--- src/rtl/wb_merge_pkg.sv ---
// Shared types and defaults for the write-back merge stage.
// Register-file widths, the zero register, and the pending-buffer entry layout.
package wb_merge_pkg;

  localparam int REG_ADDR_W    = 5;
  localparam int REG_DATA_W    = 32;
  localparam int WB_DEPTH      = 4;
  localparam int WB_STARVE_MAX = 8;

  typedef logic [REG_ADDR_W-1:0] reg_addr_t;
  typedef logic [REG_DATA_W-1:0] reg_data_t;

  localparam reg_addr_t REG_ADDR_0 = '0;
  localparam reg_data_t ZERO_WORD  = '0;

  typedef struct packed {
    logic      live;
    reg_addr_t waddr;
    reg_data_t wdata;
  } pend_entry_t;

endpackage

--- src/rtl/wb_pend_fifo.sv ---
// Pending-write buffer: circular FIFO of {live, waddr, wdata} with a kill CAM
// that retires stale entries and a read-address lookup for hazard detection.
module wb_pend_fifo
  import wb_merge_pkg::*;
#(
  parameter int DEPTH = WB_DEPTH
) (
  input  logic        clk,
  input  logic        rst,
  input  logic        push_i,
  input  reg_addr_t   push_waddr_i,
  input  reg_data_t   push_wdata_i,
  output logic        ready_o,
  input  logic        pop_i,
  input  logic        kill_i,
  input  reg_addr_t   kill_waddr_i,
  output logic        nonempty_o,
  output pend_entry_t head_o,
  input  reg_addr_t   raddr_1_i,
  input  reg_addr_t   raddr_2_i,
  output logic        hit_1_o,
  output logic        hit_2_o
);

  localparam int PW = $clog2(DEPTH);
  localparam int CW = $clog2(DEPTH + 1);
  localparam logic [CW-1:0] DEPTH_C = CW'(DEPTH);

  logic [PW-1:0]    rd_ptr_q, rd_ptr_d, wr_ptr_q, wr_ptr_d;
  logic [CW-1:0]    count_q, count_d;
  logic [DEPTH-1:0] live_q, live_d;
  logic             alive_q;
  reg_addr_t        addr_q [DEPTH];
  reg_data_t        data_q [DEPTH];
  logic             do_push, do_store, do_pop;

  // alive_q keeps ready low for the whole reset and the edge that releases it.
  assign ready_o    = alive_q && (count_q < DEPTH_C);
  assign do_push    = push_i && ready_o;
  assign do_store   = do_push && (push_waddr_i != REG_ADDR_0);
  assign do_pop     = pop_i && (count_q != '0);
  assign nonempty_o = (count_q != '0);
  assign head_o     = '{live: live_q[rd_ptr_q], waddr: addr_q[rd_ptr_q], wdata: data_q[rd_ptr_q]};

  // NOTE: every variable gets a default at the top of always_comb so no path leaves it unassigned (no latch).
  always_comb begin
    rd_ptr_d = rd_ptr_q;
    wr_ptr_d = wr_ptr_q;
    count_d  = count_q;
    live_d   = live_q;
    // Popping clears live, so live alone marks an occupied, still-valid slot.
    if (do_pop) begin
      live_d[rd_ptr_q] = 1'b0;
      rd_ptr_d         = rd_ptr_q + PW'(1);
    end
    if (kill_i) begin
      for (int i = 0; i < DEPTH; i++) begin
        if (addr_q[i] == kill_waddr_i) live_d[i] = 1'b0;
      end
    end
    // Applied after the kill so an entry written this cycle survives it.
    if (do_store) begin
      live_d[wr_ptr_q] = 1'b1;
      wr_ptr_d         = wr_ptr_q + PW'(1);
    end
    case ({do_store, do_pop})
      2'b10:   count_d = count_q + CW'(1);
      2'b01:   count_d = count_q - CW'(1);
      default: count_d = count_q;
    endcase
  end

  always_comb begin
    hit_1_o = 1'b0;
    hit_2_o = 1'b0;
    for (int i = 0; i < DEPTH; i++) begin
      if (live_q[i] && (addr_q[i] == raddr_1_i)) hit_1_o = 1'b1;
      if (live_q[i] && (addr_q[i] == raddr_2_i)) hit_2_o = 1'b1;
    end
    if (raddr_1_i == REG_ADDR_0) hit_1_o = 1'b0;
    if (raddr_2_i == REG_ADDR_0) hit_2_o = 1'b0;
  end

  // NOTE: state flops use non-blocking assignments so every flop samples pre-edge values.
  always_ff @(posedge clk or negedge rst) begin
    if (!rst) begin
      rd_ptr_q <= '0;
      wr_ptr_q <= '0;
      count_q  <= '0;
      live_q   <= '0;
      alive_q  <= 1'b0;
    end else begin
      rd_ptr_q <= rd_ptr_d;
      wr_ptr_q <= wr_ptr_d;
      count_q  <= count_d;
      live_q   <= live_d;
      alive_q  <= 1'b1;
    end
  end

  // NOTE: payload storage has no reset; cleared live bits make stale contents unobservable.
  always_ff @(posedge clk) begin
    if (do_store) begin
      addr_q[wr_ptr_q] <= push_waddr_i;
      data_q[wr_ptr_q] <= push_wdata_i;
    end
  end

endmodule

--- src/rtl/wb_merge.sv ---
// Write-back merge: pipeline writes win the register-file port, buffered
// long-latency results drain otherwise. Define WB_MERGE_STARVE_EN for stall_req.
module wb_merge
  import wb_merge_pkg::*;
#(
  parameter int DEPTH      = WB_DEPTH,
  parameter int STARVE_MAX = WB_STARVE_MAX
) (
  input  logic      clk,
  input  logic      rst,
  input  logic      wb_we,
  input  reg_addr_t wb_waddr,
  input  reg_data_t wb_wdata,
  input  logic      lu_valid,
  output logic      lu_ready,
  input  reg_addr_t lu_waddr,
  input  reg_data_t lu_wdata,
  output logic      we,
  output reg_addr_t waddr,
  output reg_data_t wdata,
  input  reg_addr_t raddr_1,
  input  reg_addr_t raddr_2,
  output logic      pend_hit_1,
  output logic      pend_hit_2,
  output logic      stall_req
);

  logic        sel_wb, pop, nonempty;
  pend_entry_t head;
  logic        we_q, we_d;
  reg_addr_t   waddr_q, waddr_d;
  reg_data_t   wdata_q, wdata_d;

  assign sel_wb = wb_we && (wb_waddr != REG_ADDR_0);
  assign pop    = !sel_wb && nonempty;

  wb_pend_fifo #(.DEPTH(DEPTH)) u_fifo (
    .clk          (clk),
    .rst          (rst),
    .push_i       (lu_valid),
    .push_waddr_i (lu_waddr),
    .push_wdata_i (lu_wdata),
    .ready_o      (lu_ready),
    .pop_i        (pop),
    .kill_i       (sel_wb),
    .kill_waddr_i (wb_waddr),
    .nonempty_o   (nonempty),
    .head_o       (head),
    .raddr_1_i    (raddr_1),
    .raddr_2_i    (raddr_2),
    .hit_1_o      (pend_hit_1),
    .hit_2_o      (pend_hit_2)
  );

  // Address/data hold their last value when no write issues.
  always_comb begin
    we_d    = 1'b0;
    waddr_d = waddr_q;
    wdata_d = wdata_q;
    if (sel_wb) begin
      we_d    = 1'b1;
      waddr_d = wb_waddr;
      wdata_d = wb_wdata;
    end else if (pop && head.live) begin
      we_d    = 1'b1;
      waddr_d = head.waddr;
      wdata_d = head.wdata;
    end
  end

  always_ff @(posedge clk or negedge rst) begin
    if (!rst) begin
      we_q    <= 1'b0;
      waddr_q <= REG_ADDR_0;
      wdata_q <= ZERO_WORD;
    end else begin
      we_q    <= we_d;
      waddr_q <= waddr_d;
      wdata_q <= wdata_d;
    end
  end

  assign we    = we_q;
  assign waddr = waddr_q;
  assign wdata = wdata_q;

`ifdef WB_MERGE_STARVE_EN
  localparam int SW = $clog2(STARVE_MAX + 1);
  localparam logic [SW-1:0] STARVE_LIM = SW'(STARVE_MAX);

  logic [SW-1:0] starve_q, starve_d;
  logic          stall_q, stall_d;

  always_comb begin
    starve_d = starve_q;
    stall_d  = stall_q;
    if (pop || !nonempty) begin
      starve_d = '0;
    end else if (starve_q != STARVE_LIM) begin
      starve_d = starve_q + SW'(1);
    end
    if (pop) begin
      stall_d = 1'b0;
    end else if (starve_d == STARVE_LIM) begin
      stall_d = 1'b1;
    end
  end

  always_ff @(posedge clk or negedge rst) begin
    if (!rst) begin
      starve_q <= '0;
      stall_q  <= 1'b0;
    end else begin
      starve_q <= starve_d;
      stall_q  <= stall_d;
    end
  end

  assign stall_req = stall_q;
`else
  // STARVE_MAX only matters when the starvation counter is built in.
  assign stall_req = 1'b0 && (STARVE_MAX > 0);
`endif

endmodule

--- config.mk ---
export PLATFORM = sky130hd
export DESIGN_NAME = wb_merge
export DESIGN_NICKNAME = d
export VERILOG_FILES = /design/src/rtl/wb_merge_pkg.sv /design/src/rtl/wb_pend_fifo.sv /design/src/rtl/wb_merge.sv
export SDC_FILE = /design/constraint.sdc
export NUM_CORES = 1
export LEC_CHECK = 0
export BUFFER_PORTS_ARGS = -buffer_cell sky130_fd_sc_hd__clkbuf_2
export CORE_MARGIN = 4
export CORE_UTILIZATION = 50
export DETAILED_ROUTE_END_ITERATION = 7
export PLACE_DENSITY_LB_ADDON = 0.05
export SLEW_MARGIN = 10
export SYNTH_ARGS = -nofsm -noshare
export SYNTH_HDL_FRONTEND = slang
export SYNTH_SLANG_ARGS = --single-unit
export TNS_END_PERCENT = 100
--- constraint.sdc ---
create_clock -name clk -period 3.6 [get_ports clk]
set_input_delay 0.18 -clock clk [delete_from_list [all_inputs] [get_ports clk]]
set_output_delay 0.18 -clock clk [all_outputs]
set_load 0.05 [all_outputs]
; ---- After elaboration in Yosys (flattened, before gate mapping)
; Memories as Yosys holds them, arrays and structs flattened.
; Cells that the tools add are included.
[classes]
add_sub_neg = 4
magnitude_cmp = 5
n_eq_ne = 14
mux = 32
bitwise = 3
n_reduce_logical = 25
[ops]
columns = op, count
row1 = 32-bit 2-to-1 mux, 2
row2 = 5-bit == test, 12
row3 = 1-bit 2-to-1 mux, 21
row4 = 1-bit logical AND, 17
row5 = 4-bit 2-to-1 mux, 3
row6 = 5-bit zero test, 2
row7 = 5-bit 2-to-1 mux, 2
row8 = 5-bit nonzero test, 2
row9 = 2-bit by 3-bit less-than comparator with 1-bit output (second input constant), 2
row10 = 3-bit case mux with 2 select lines, 1
row11 = 2-bit by 1-bit adder with 2-bit output (second input constant), 2
row12 = 4-bit AND, 1
row13 = 1-bit demux with 2-bit select, 2
row14 = 2-bit by 1-bit >= comparator with 1-bit output (second input constant), 2
row15 = 4-bit NOT, 1
row16 = 4-bit bitwise OR, 1
row17 = 2-bit nonzero test, 2
row18 = 3-bit by 1-bit adder with 3-bit output (second input constant), 1
row19 = 3-bit less-than comparator (second input constant), 1
row20 = 3-bit nonzero test, 1
row21 = 3-bit by 1-bit subtractor with 3-bit output (second input constant), 1
row22 = 1-bit binary-select mux with 2-bit select, 1
row23 = 2-bit by 1-bit == test with 1-bit output (second input constant), 1
row24 = 2-bit == test (second input constant), 1
row25 = 1-bit zero test, 1
[word_totals]
register_bits = 50
ram_bits = 148
in_bits = 88
word_cells = 93
mem_count = 2
[mem_list]
columns = memory, words, width, read_ports, rd_clocked_by_memory_dff, write_ports, line
row1 = u_fifo.data_q, 4, 32, 1, 0, 1, wb_pend_fifo.sv:34  ; reg_data_t data_q [DEPTH];
row2 = u_fifo.addr_q, 4, 5, 5, 0, 1, wb_pend_fifo.sv:33  ; reg_addr_t addr_q [DEPTH];

; ---- Logic depth before layout (Yosys ltp)
; Gate-level depths: netlist of the first run.
[logic_depth]
ltp_word = 11
mapped_depth = 11
mapped_depth_nobuf = 9

; ---- Modules after synthesis
; A second synthesis of the first run with hierarchy kept.
[unflattened]
cells_unflattened = 485
hier_area_um2 = 8660.8
[modules_own_cells]
columns = module, n_inst, cells_each, area_each_um2, seq_area_each_um2
row1 = wb_pend_fifo, 1, 352, 6752.7, 4744.6
row2 = wb_merge, 1, 133, 1908.1, 950.9

; ---- Least setup slack after synthesis of the first run
; OpenSTA, ideal clock, no wires.
[synth_timing]
kind = register -> register
start = register u_fifo.count_q[2]
end = memory u_fifo.addr_q[0][0] (netlist name) (enable)
t_arrival_ps = 2595
required_ps = 3201
slack_ps = 606
path_stages_with_launch = 5
path_buffers = 0
period_less_slack_ps = 2994
cell_sequence = dfrtp_1 > nor2b_1 > nand2_1 > a21oi_1 > and2_1
[synth_between]
elab_chain_len = 6
[synth_lines]
columns = item, line
row1 = start: declaration, wb_pend_fifo.sv:30  ; logic [CW-1:0] count_q, count_d;
row2 = start signal: assignment, wb_pend_fifo.sv:95  ; count_q <= count_d;
row3 = 3-bit less-than comparator, wb_pend_fifo.sv:38  ; assign ready_o = alive_q && (count_q < DEPTH_C);
row4 = 1-bit logical AND, wb_pend_fifo.sv:38
row5 = named net lu_ready, wb_merge.sv:15  ; output logic lu_ready,
row6 = 1-bit logical AND, wb_pend_fifo.sv:39  ; assign do_push = push_i && ready_o;
row7 = 1-bit logical AND, wb_pend_fifo.sv:40  ; assign do_store = do_push && (push_waddr_i != REG_ADDR_0);
row8 = 1-bit 2-to-1 mux, wb_pend_fifo.sv:103  ; if (do_store) begin
row9 = 1-bit 2-to-1 mux (implied by the code), wb_pend_fifo.sv:104  ; addr_q[wr_ptr_q] <= push_waddr_i;
row10 = end: declaration, wb_pend_fifo.sv:33
; The timed path passes the listed nets, and every way through them passes these cells.

==> summary.md, run 1 <==
| Metric | Value |
|---|---|
| Max H-tree Level | `4` |
| Power consumption | `roughly 7600 uW` |
| TritonCTS clock tree | `yes` |
| Hold path endpoint | `u_fifo.addr_q[2][1]` |
| Max Clk Rate | `419 MHz` |
| Post-Synth XOR/XNOR Area | `0.0668` |
| Initial antenna violation count | `0` |
| Largest family of logic cells by synthesized area | `multiplexers` |
| Syn Area/Cell | `16.2 um2` |
| PortBufs | `between 100 and 150` |
| GPL Wtd Cong | `0.871` |
| Post-synth EDFFs | `about 150` |
| Final Util | `0.620` |
| FF-to-FF setup slack | `1.32 ns` |
| Top post-synthesis cells by area | `edfxtp_1 (52%), dfrtp_1 (15%), mux4_2 (10%)` |
| Startpoint Class | `flop` |
| Worst skew pair latency | `0.43 ns` |
| Largest net degree at the start of global routing | `47` |
| Setup TNS | `0 ns` |
| Seq/Total Area, Yosys | `0.668` |
| Final cell count without fillers | `915` |
| Final Max Tran Viols | `0` |
| Synth unique cells | `34` |
| Final Skew | `0.0133 ns` |
| #FFs+latches synth | `198` |
| Worst slew pin tran | `about 0.77 ns` |
| Pre-antenna DRT Iters | `4` |
| TritonCTS Buffers | `17` |
| Starting Density | `0.512` |
| RR Endpoint | `u_fifo.count_q[2]` |
| Synth top area share | `0.522` |
| Most frequent cells in the layout | `edfxtp_1 (148), clkbuf_2 (128), dfrtp_1 (48)` |
| Die area | `19,200 um2` |
| # fillers | `1,290` |
| Hold WS | `between 0.01 and 0.015 ns` |
| Drt drc | `0` |
| DIE HEIGHT | `139 um` |
| Area grow syn2layout | `21.1%` |
| Asr flop ratio synth | `0.253` |
| Warnings, synthesis | `0` |
| I/O pin cnt | `130` |
| Clock-pin slew on the worst setup and hold paths | `roughly 0.080 ns` |
| DR vias | `4,914` |
| Hold Crit Start | `lu_waddr[1]` |
| Hold Fails Final Rpt | `0` |
| Top cell type by total area after synthesis | `edfxtp_1` |
| Static leakage | `0.00394 uW` |
| Max_slew headroom | `0.489` |
| Pwr/cell area | `around 730 nW/um2` |
| Final #Nets | `780` |
| Synth Area in Adders | `0.0156` |
| Post-route ant nets | `0` |
| Compound-Gate Fraction of Synth Area | `0.0329` |
| Vias/cell | `5.37` |
| Setup repair bufs after CTS | `0` |
| DP Cell Count | `between 800 and 900` |
| CP required | `3.42 ns` |
| Floorplan row count | `47` |
| Final setup violation count | `0` |
| Max cap viols | `0` |
| Prevailing post-synth register cell | `edfxtp_1` |
| Cell at the root of the clock tree | `clkbuf_16` |
| Multiplexer share of the synthesized area | `0.143` |
| Total grt overflow | `0` |
| Core ar. | `16,600 um2` |
| RR Startpoint | `u_fifo.count_q[2]` |
| Routed WL | `18,000 um` |
| Max Buffers Root-to-Sink | `2` |
| Crit path arrival time | `2.21 ns` |
| R2R depth | `9` |
| Kind of end point of the critical path | `primary output` |
| Post-Synth Simple-Gate Area | `0.0468` |
| Post-DP HPWL | `approximately 12,000 um` |
| Commonest non-fill, non-tap cell in the layout | `edfxtp_1` |
| Final Critical Period | `2.39 ns` |
| Share of cells above drive strength 1 | `0.314` |
| Initial DRC count | `between 200 and 250` |
| RSZ-0062 raised after global routing | `false` |
| Syn nets | `624` |
| Vias in the first global route | `5,200` |
| Clock Sinks | `just under 200` |
| Status | `complete, no violations` |
| Die X-Extent | `~140 um` |
| Ant diodes | `0` |
| Total GRT Usage | `0.195` |
| Routed length per instance | `19.6 um` |
| Kind of critical path | `flop to primary output` |
| First-pass GRT wire length | `approximately 29,000 um` |
| Tcrit/Tclk final | `0.664` |
| Hold WC Path Type | `input port to flop` |
| Worst VDD drop | `about 580 uV` |
| Hold Crit Depth | `1` |
| Synth Instances | `526` |
| Post-synthesis cell area | `about 8500 um2` |
| CP max FO | `4` |
## cell type report
type	count	area [um2]	area share
flip-flops and latches	198	5700	0.552
multi-input cells	286	2620	0.254
repair buffers	174	1140	0.110
clock buffers	17	425	0.0412
well taps	220	275	0.0267
clock inverters	15	141	0.0137
inverters	5	18.8	0.00182
## stage by stage
stage	setup WS, ns	cell area, um2
2_1_floorplan	0.606	8520
3_3_place_gp	1.16	9400
3_5_place_dp	1.11	9400
4_1_cts	1.18	10300
5_1_grt	1.07	10300
6_report	1.21	10300
## report_power, final
| part | leakage [uW] | internal [uW] | switching (uW) |
|---|---|---|---|
| combinational | 0.00176 | 967 | 1650 |
| sequential | 0.00191 | 2870 | 305 |
| clock | 0.000270 | 915 | 880 |
| total | 0.00394 | 4750 | 2830 |
## synthesized netlist by cell type (4+ instances only)
| master | instances |
|---|---|
| a21oi_1 | 36 |
| a31o_1 | 4 |
| and2_1 | 4 |
| buf_2 | 8 |
| buf_6 | 6 |
| clkbuf_1 | 19 |
| dfrtp_1 | 50 |
| edfxtp_1 | 148 |
| ha_1 | 9 |
| inv_1 | 5 |
| mux2i_1 | 35 |
| mux4_2 | 38 |
| nand2_1 | 12 |
| nand3_1 | 13 |
| nor2_1 | 38 |
| nor4_1 | 12 |
| xnor2_1 | 20 |
| xor2_1 | 45 |
## critical path, cell delays in order (launching register included)
cell and delay, ns:
edfxtp_1 0.49, xor2_1 0.20, nor4_1 0.45, nand3_1 0.13, nand4_1 0.11, o21a_1 0.12, clkbuf_2 0.27
## sequential cells by signal, indices dropped and copies added, names as in the netlist
| signal | count |
|---|---|
| u_fifo.addr_q | 20 |
| u_fifo.alive_q | 1 |
| u_fifo.count_q | 3 |
| u_fifo.data_q | 128 |
| u_fifo.live_q | 4 |
| u_fifo.rd_ptr_q | 2 |
| u_fifo.wr_ptr_q | 2 |
| waddr | 5 |
| wdata | 32 |
| we | 1 |
## layer usage
metal  share of wire  global-route usage
met1            0.41               0.258
met5               0                   0
met4           0.013              0.0458
met2            0.51               0.327
met3           0.057              0.0514
## logic make-up (layout without fill, tap and decap cells)
logic type / Yosys count / after routing
AOI/OAI and AO/OA: 49 / 49
xor gates and xnor gates: 65 / 65
adders and majority gates: 10 / 10
buffers and inverters: 42 / 211
DFF: 198 / 198
muxes: 74 / 74
other: 2 / 2
and+or+nand+nor: 86 / 86
## what timing repair did
action,in CTS,in global routing
gates resized for setup,0,0
endpoints found under the hold margin,152,3
hold buffers,34,1
## worst max-delay path by stage
stage,start,endpoint,slack (ns)
2_1_floorplan,u_fifo.count_q[2],u_fifo.addr_q[0][0],0.61
3_3_place_gp,wb_waddr[1],wdata[17],1.16
3_5_place_dp,wb_waddr[1],wdata[23],1.11
4_1_cts,u_fifo.addr_q[0][3],pend_hit_2,1.18
5_1_grt,u_fifo.count_q[2],u_fifo.count_q[2],1.07
6_report,u_fifo.addr_q[0][3],pend_hit_2,1.21
Power figures use the tool's default switching activity.
==> run 2: changes to the inputs <==
- clock period: 3.6 -> 2.27 ns (I/O delays scaled with it)
==> run 2 against run 1 <==
Compared with the run above: the flow now finishes with violations (hold timing); sequential power rose by 56%; power rose by 62%; critical path depth rose by 1; cell count rose by 4.7%; first-iteration DRC count rose by 4.2%; combinational power rose by 69%; die area did not move; critical endpoint is now pend_hit_1; clock power rose by 63%; sequential share of layout area fell by 2.3 points; via count rose by 2.9%; largest power group unchanged; critical path type unchanged.
==> summary.md, run 2 (synthesized netlist as in run 1, its figures left out) <==
| Metric | Value |
|---|---|
| Cell at the root of the clock tree | `clkbuf_16` |
| Setup TNS | `0 ns` |
| Static leakage | `0.00414 uW` |
| Max Buffers Root-to-Sink | `2` |
| TritonCTS Buffers | `17` |
| Max Clk Rate | `452 MHz` |
| Area grow syn2layout | `26.2%` |
| RR Endpoint | `u_fifo.count_q[2]` |
| Final Max Tran Viols | `0` |
| Worst skew pair latency | `about 0.43 ns` |
| Clock Sinks | `198` |
| DIE HEIGHT | `139 um` |
| Tcrit/Tclk final | `0.974` |
| Kind of end point of the critical path | `primary output` |
| Share of cells above drive strength 1 | `0.317` |
| DR vias | `5,056` |
| FF-to-FF setup slack | `approximately 0.27 ns` |
| Startpoint Class | `flop` |
| Floorplan row count | `47` |
| Routed WL | `18,300 um` |
| I/O pin cnt | `130` |
| Die X-Extent | `between 100 and 150 um` |
| Max cap viols | `0` |
| Top reg by flops | `u_fifo.data_q` |
| PortBufs | `128` |
| CP max FO | `3` |
| Drt drc | `0` |
| Placed cell area | `9510 um2` |
| Post-DP HPWL | `12,100 um` |
| Largest net degree at the start of global routing | `64` |
| Vias/cell | `5.28` |
| RR Startpoint | `u_fifo.count_q[2]` |
| Routed length per instance | `19.1 um` |
| Final Skew | `0.0219 ns` |
| Status | `complete, but fails checks` |
| Pre-antenna DRT Iters | `6` |
| Vias in the first global route | `5,360` |
| Die area | `around 19,000 um2` |
| Initial antenna violation count | `0` |
| Clock-pin slew on the worst setup and hold paths | `about 0.07 ns` |
| Hold Fails Final Rpt | `1` |
| Max H-tree Level | `4` |
| Core ar. | `16,600 um2` |
| End of the critical path | `pend_hit_1` |
| # fillers | `1,224` |
| Starting Density | `0.512` |
| Pwr/cell area | `between 1000 and 1500 nW/um2` |
| Commonest non-fill, non-tap cell in the layout | `edfxtp_1` |
| Total GRT Usage | `0.198` |
| Initial DRC count | `221` |
| Final setup violation count | `0` |
| Kind of critical path | `flop to primary output` |
| Post-route ant nets | `0` |
| Hold WC Path Type | `input port to flop` |
| Failing checks | `hold timing` |
| Final Critical Period | `around 2.2 ns` |
| Design Area, Final | `approximately 11,000 um2` |
| Worst VDD drop | `882 uV` |
| Most frequent cells in the layout | `edfxtp_1 (148), clkbuf_2 (126), dlygate4sd3_1 (64)` |
| RSZ-0062 raised after global routing | `false` |
| Ant diodes | `0` |
| Number of flip-flops in the largest register | `128` |
| Hold WS | `-0.00219 ns` |
| TritonCTS clock tree | `yes` |
| First-pass GRT wire length | `29,600 um` |
| Final #Nets | `823` |
| Total grt overflow | `0` |
| CP startpoint | `u_fifo.addr_q[0][3]` |
| GPL Wtd Cong | `~0.9` |
| CP required | `2.16 ns` |
| Power consumption | `12,300 uW` |
| R2R depth | `9` |
| Crit path arrival time | `about 2.1 ns` |
-- run 2: changes by cell type in the layout (fill, tap and decap cells not counted), moves of 2 or more --
cell | previous run | this run
clkinv_8 | 2 | 0
buf_4 | 6 | 20
dlygate4sd3_1 | 35 | 64
inv_6 | 4 | 2
clkbuf_2 | 128 | 126
bufinv_16 | 0 | 2
-- run 2: final cells by class --
class / count / area (um2) / share of cell area
Timing Repair Buffer: 217 / 1530 / 0.143
Sequential cell: 198 / 5700 / 0.530
Clock inverter: 14 / 149 / 0.0138
Clock buffer: 18 / 429 / 0.0399
Inverter: 5 / 18.8 / 0.00175
Tap cell: 220 / 275 / 0.0256
Multi-Input combinational cell: 286 / 2650 / 0.247
-- run 2: worst max-delay path, stage by stage, from the launching register on --
cell and delay [ns]:
edfxtp_1 0.47, buf_4 0.18, xor2_1 0.15, nor4_1 0.29, nand3_1 0.11, nand4_1 0.11
o21a_1 0.11, buf_2 0.25
-- run 2: how the worst min path moves through the flow --
stage | start | end | slack [ns] | depth (start not counted)
after CTS | wb_wdata[26] | wdata[26] | 0.002 | 3
after global routing | wb_wdata[3] | wdata[3] | 0.003 | 3
after global placement | rst | wdata[7] | 0.04 | 1
after floorplan | rst | u_fifo.alive_q | -0.18 | 0
after detailed placement | rst | wdata[7] | 0.05 | 1
final | wb_wdata[15] | wdata[15] | -0.002 | 3
-- run 2: routing by layer --
layer  up-vias  share of wire  track usage
met5         -              0            0
met4         0          0.011       0.0536
met2       136           0.49        0.323
li1       2371              -            -
met3        19          0.048       0.0459
met1      2530           0.45        0.270
-- run 2: timing repair --
item,in CTS,in global routing
hold buffers,63,1
endpoints found under the setup margin,0,2
resized for setup,0,4
endpoints found under the hold margin,200,1
setup buffers,0,3
-- run 2: metrics by stage --
step                      worst slack [ns]  hold WS, ns  utilization  instances
after floorplan                     0.0193       -0.182            -        526
after global placement               0.149       0.0442        0.571        859
after detailed placement             0.127       0.0463        0.571        859
after CTS                           0.0850      0.00216        0.644        954
after global routing               0.00181      0.00291        0.646        958
final                               0.0593     -0.00219        0.646        958
-- run 2: where the power goes --
group	internal (uW)	switching, uW
clock network	1630	1300
registers	4550	386
logic	1640	2780
total	7830	4460
==> run 3: changes to the inputs <==
- GPL_TIMING_DRIVEN: unset -> 0
- MAX_ROUTING_LAYER: unset -> met4
==> run 3 against run 2 <==
Compared with the run above: non-clock buffer count fell by 1; power rose by 2.2%; critical path type unchanged; maximum frequency rose by 1.0%; sequential share of layout area rose by 0.20 points; routed wire length rose by 6.4%; worst setup slack improved by 0.022 ns; the run now ends clean; count of clock-buffer cells in the layout fell by 1; critical endpoint unchanged.
==> summary.md, run 3 (synthesized netlist as in run 1, its figures left out) <==
| Metric | Value |
|---|---|
| Status | `complete, no violations` |
| Most frequent cells in the layout | `edfxtp_1 (148), clkbuf_2 (114), dlygate4sd3_1 (64)` |
| Total grt overflow | `0` |
| DP Cell Count | `859` |
| Worst skew pair latency | `0.43 ns` |
| R2R depth | `6` |
| Met1 global-route usage | `0.286` |
| Met3 Use GR | `0.0390` |
| Final setup violation count | `0` |
| Final Critical Period | `2.19 ns` |
| Post-route ant nets | `0` |
| Area grow syn2layout | `25.7%` |
| Post-DP HPWL | `12,700 um` |
| Max Clk Rate | `457 MHz` |
| Clock-pin slew on the worst setup and hold paths | `0.07 ns` |
| Max_slew headroom | `0.479` |
| Die X-Extent | `139 um` |
| CP required | `2.16 ns` |
| Share of cells above drive strength 1 | `0.293` |
| Startpoint Class | `flop` |
| TritonCTS Buffers | `17` |
| Number of flip-flops in the largest register | `128` |
| Hold Crit Depth | `3` |
| Commonest non-fill, non-tap cell in the layout | `edfxtp_1` |
| Design Area, Final | `10,700 um2` |
| Floorplan row count | `47` |
| Vias in the first global route | `5,465` |
| DR vias | `5,184` |
| Ant diodes | `0` |
| Initial DRC count | `between 300 and 400` |
| Starting Density | `0.512` |
| Core ar. | `16,600 um2` |
| Worst setup margin | `about 0.082 ns` |
| Static leakage | `0.00410 uW` |
| Initial antenna violation count | `0` |
| Max cap viols | `0` |
| GR peak layer | `met2` |
| Crit path arrival time | `2.07 ns` |
| Hold Fails Final Rpt | `0` |
| Vias/cell | `between 5 and 6` |
| Drt drc | `0` |
| Routed WL | `19,500 um` |
| Max H-tree Level | `4` |
| Final #Nets | `around 800` |
| Hold WC Path Type | `input port to flop` |
| Pwr/cell area | `1170 nW/um2` |
| Kind of end point of the critical path | `primary output` |
| Final cell count without fillers | `roughly 960` |
| TritonCTS clock tree | `yes` |
| Placed cell area | `9400 um2` |
| Total GRT Usage | `0.212` |
| PortBufs | `approximately 110` |
| # fillers | `1,271` |
| Worst VDD drop | `around 740 uV` |
| Pre-antenna DRT Iters | `5` |
| Tcrit/Tclk final | `0.964` |
| Kind of critical path | `flop to primary output` |
| GPL Wtd Cong | `0.860` |
| Clock Sinks | `slightly below 200` |
| Register area | `around 5700 um2` |
| First-pass GRT wire length | `30,400 um` |
| Final Max Tran Viols | `0` |
| CP max FO | `4` |
| I/O pin cnt | `130` |
| Dpl ws | `-0.239 ns` |
| Met2 Track Usage GR | `0.339` |
| DIE HEIGHT | `139 um` |
| Worst slew pin tran | `a little under 0.8 ns` |
| Multi-input logic area | `2660 um2` |
| Top reg by flops | `u_fifo.data_q` |
| Routed length per instance | `between 20 and 25 um` |
| Largest net degree at the start of global routing | `51` |
| Cell at the root of the clock tree | `clkbuf_16` |
| Hold WS | `0.00815 ns` |
| Max Buffers Root-to-Sink | `2` |
| Final Skew | `0.00621 ns` |
| Final Util | `0.644` |
| Die area | `19,200 um2` |
## run 3: changes by cell type in the layout (fill, tap and decap cells not counted), sizes merged
cell / before / now
buf: 26 / 17
bufinv: 2 / 3
clkbuf: 145 / 152
clkinv: 5 / 6
clkinvlp: 3 / 1
inv: 9 / 10
## run 3: area by class of cell
| type | count | share of cell area |
|---|---|---|
| clock buffers | 17 | 0.0397 |
| flip-flops and latches | 198 | 0.532 |
| multi-input cells | 286 | 0.249 |
| well taps | 220 | 0.0257 |
| clock inverters | 15 | 0.0182 |
| repair buffers | 179 | 0.114 |
| plain buffers | 37 | 0.0199 |
| inverters | 5 | 0.00175 |
## run 3: where the power goes
part	total [uW]	leakage (uW)	internal, uW	switching [uW]
sequential	4960	0.00191	4550	417
clock	3140	0.000305	1770	1380
combinational	4460	0.00188	1600	2860
## run 3: what timing repair did
item	4_1_cts	5_1_grt
endpoints found under the hold margin	224	0
cloned	0	0
endpoints found under the setup margin	186	112
gates resized for setup	5	10
buffers inserted	0	2
hold buffers	64	0
## run 3: path summary, 6_finish.rpt
check	start	endpoint	slack, ns
min in group asynchronous	rst	wdata[7]	0.31
max reg2reg	u_fifo.rd_ptr_q[0]	wdata[19]	0.15
max	u_fifo.addr_q[3][3]	pend_hit_1	0.08
min reg2reg	wdata[17]	wdata[17]	0.53
max in group asynchronous	rst	wdata[31]	1.43
min	wb_waddr[1]	waddr[1]	0.008
## run 3: per-layer routing
metal	routed length, um	up-vias
li1	-	2370
met1	8690	2626
met2	9660	173
met3	959	15
met4	188	0
met5	0	-
## run 3: worst max-delay path, stage by stage (launching register included)
cell      delay (ns)
edfxtp_1        0.54
xor2_1          0.22
nor4_1          0.31
nand3_1         0.12
nand4_1         0.09
o21a_1          0.11
buf_2           0.25
## run 3: through the flow
step | setup TNS, ns | total power [uW]
2_1_floorplan | 0 | 8170
3_3_place_gp | -26.08 | 9280
3_5_place_dp | -10.76 | 9390
4_1_cts | -5.66 | 12600
5_1_grt | -0.00569 | 13200
6_report | 0 | 12600
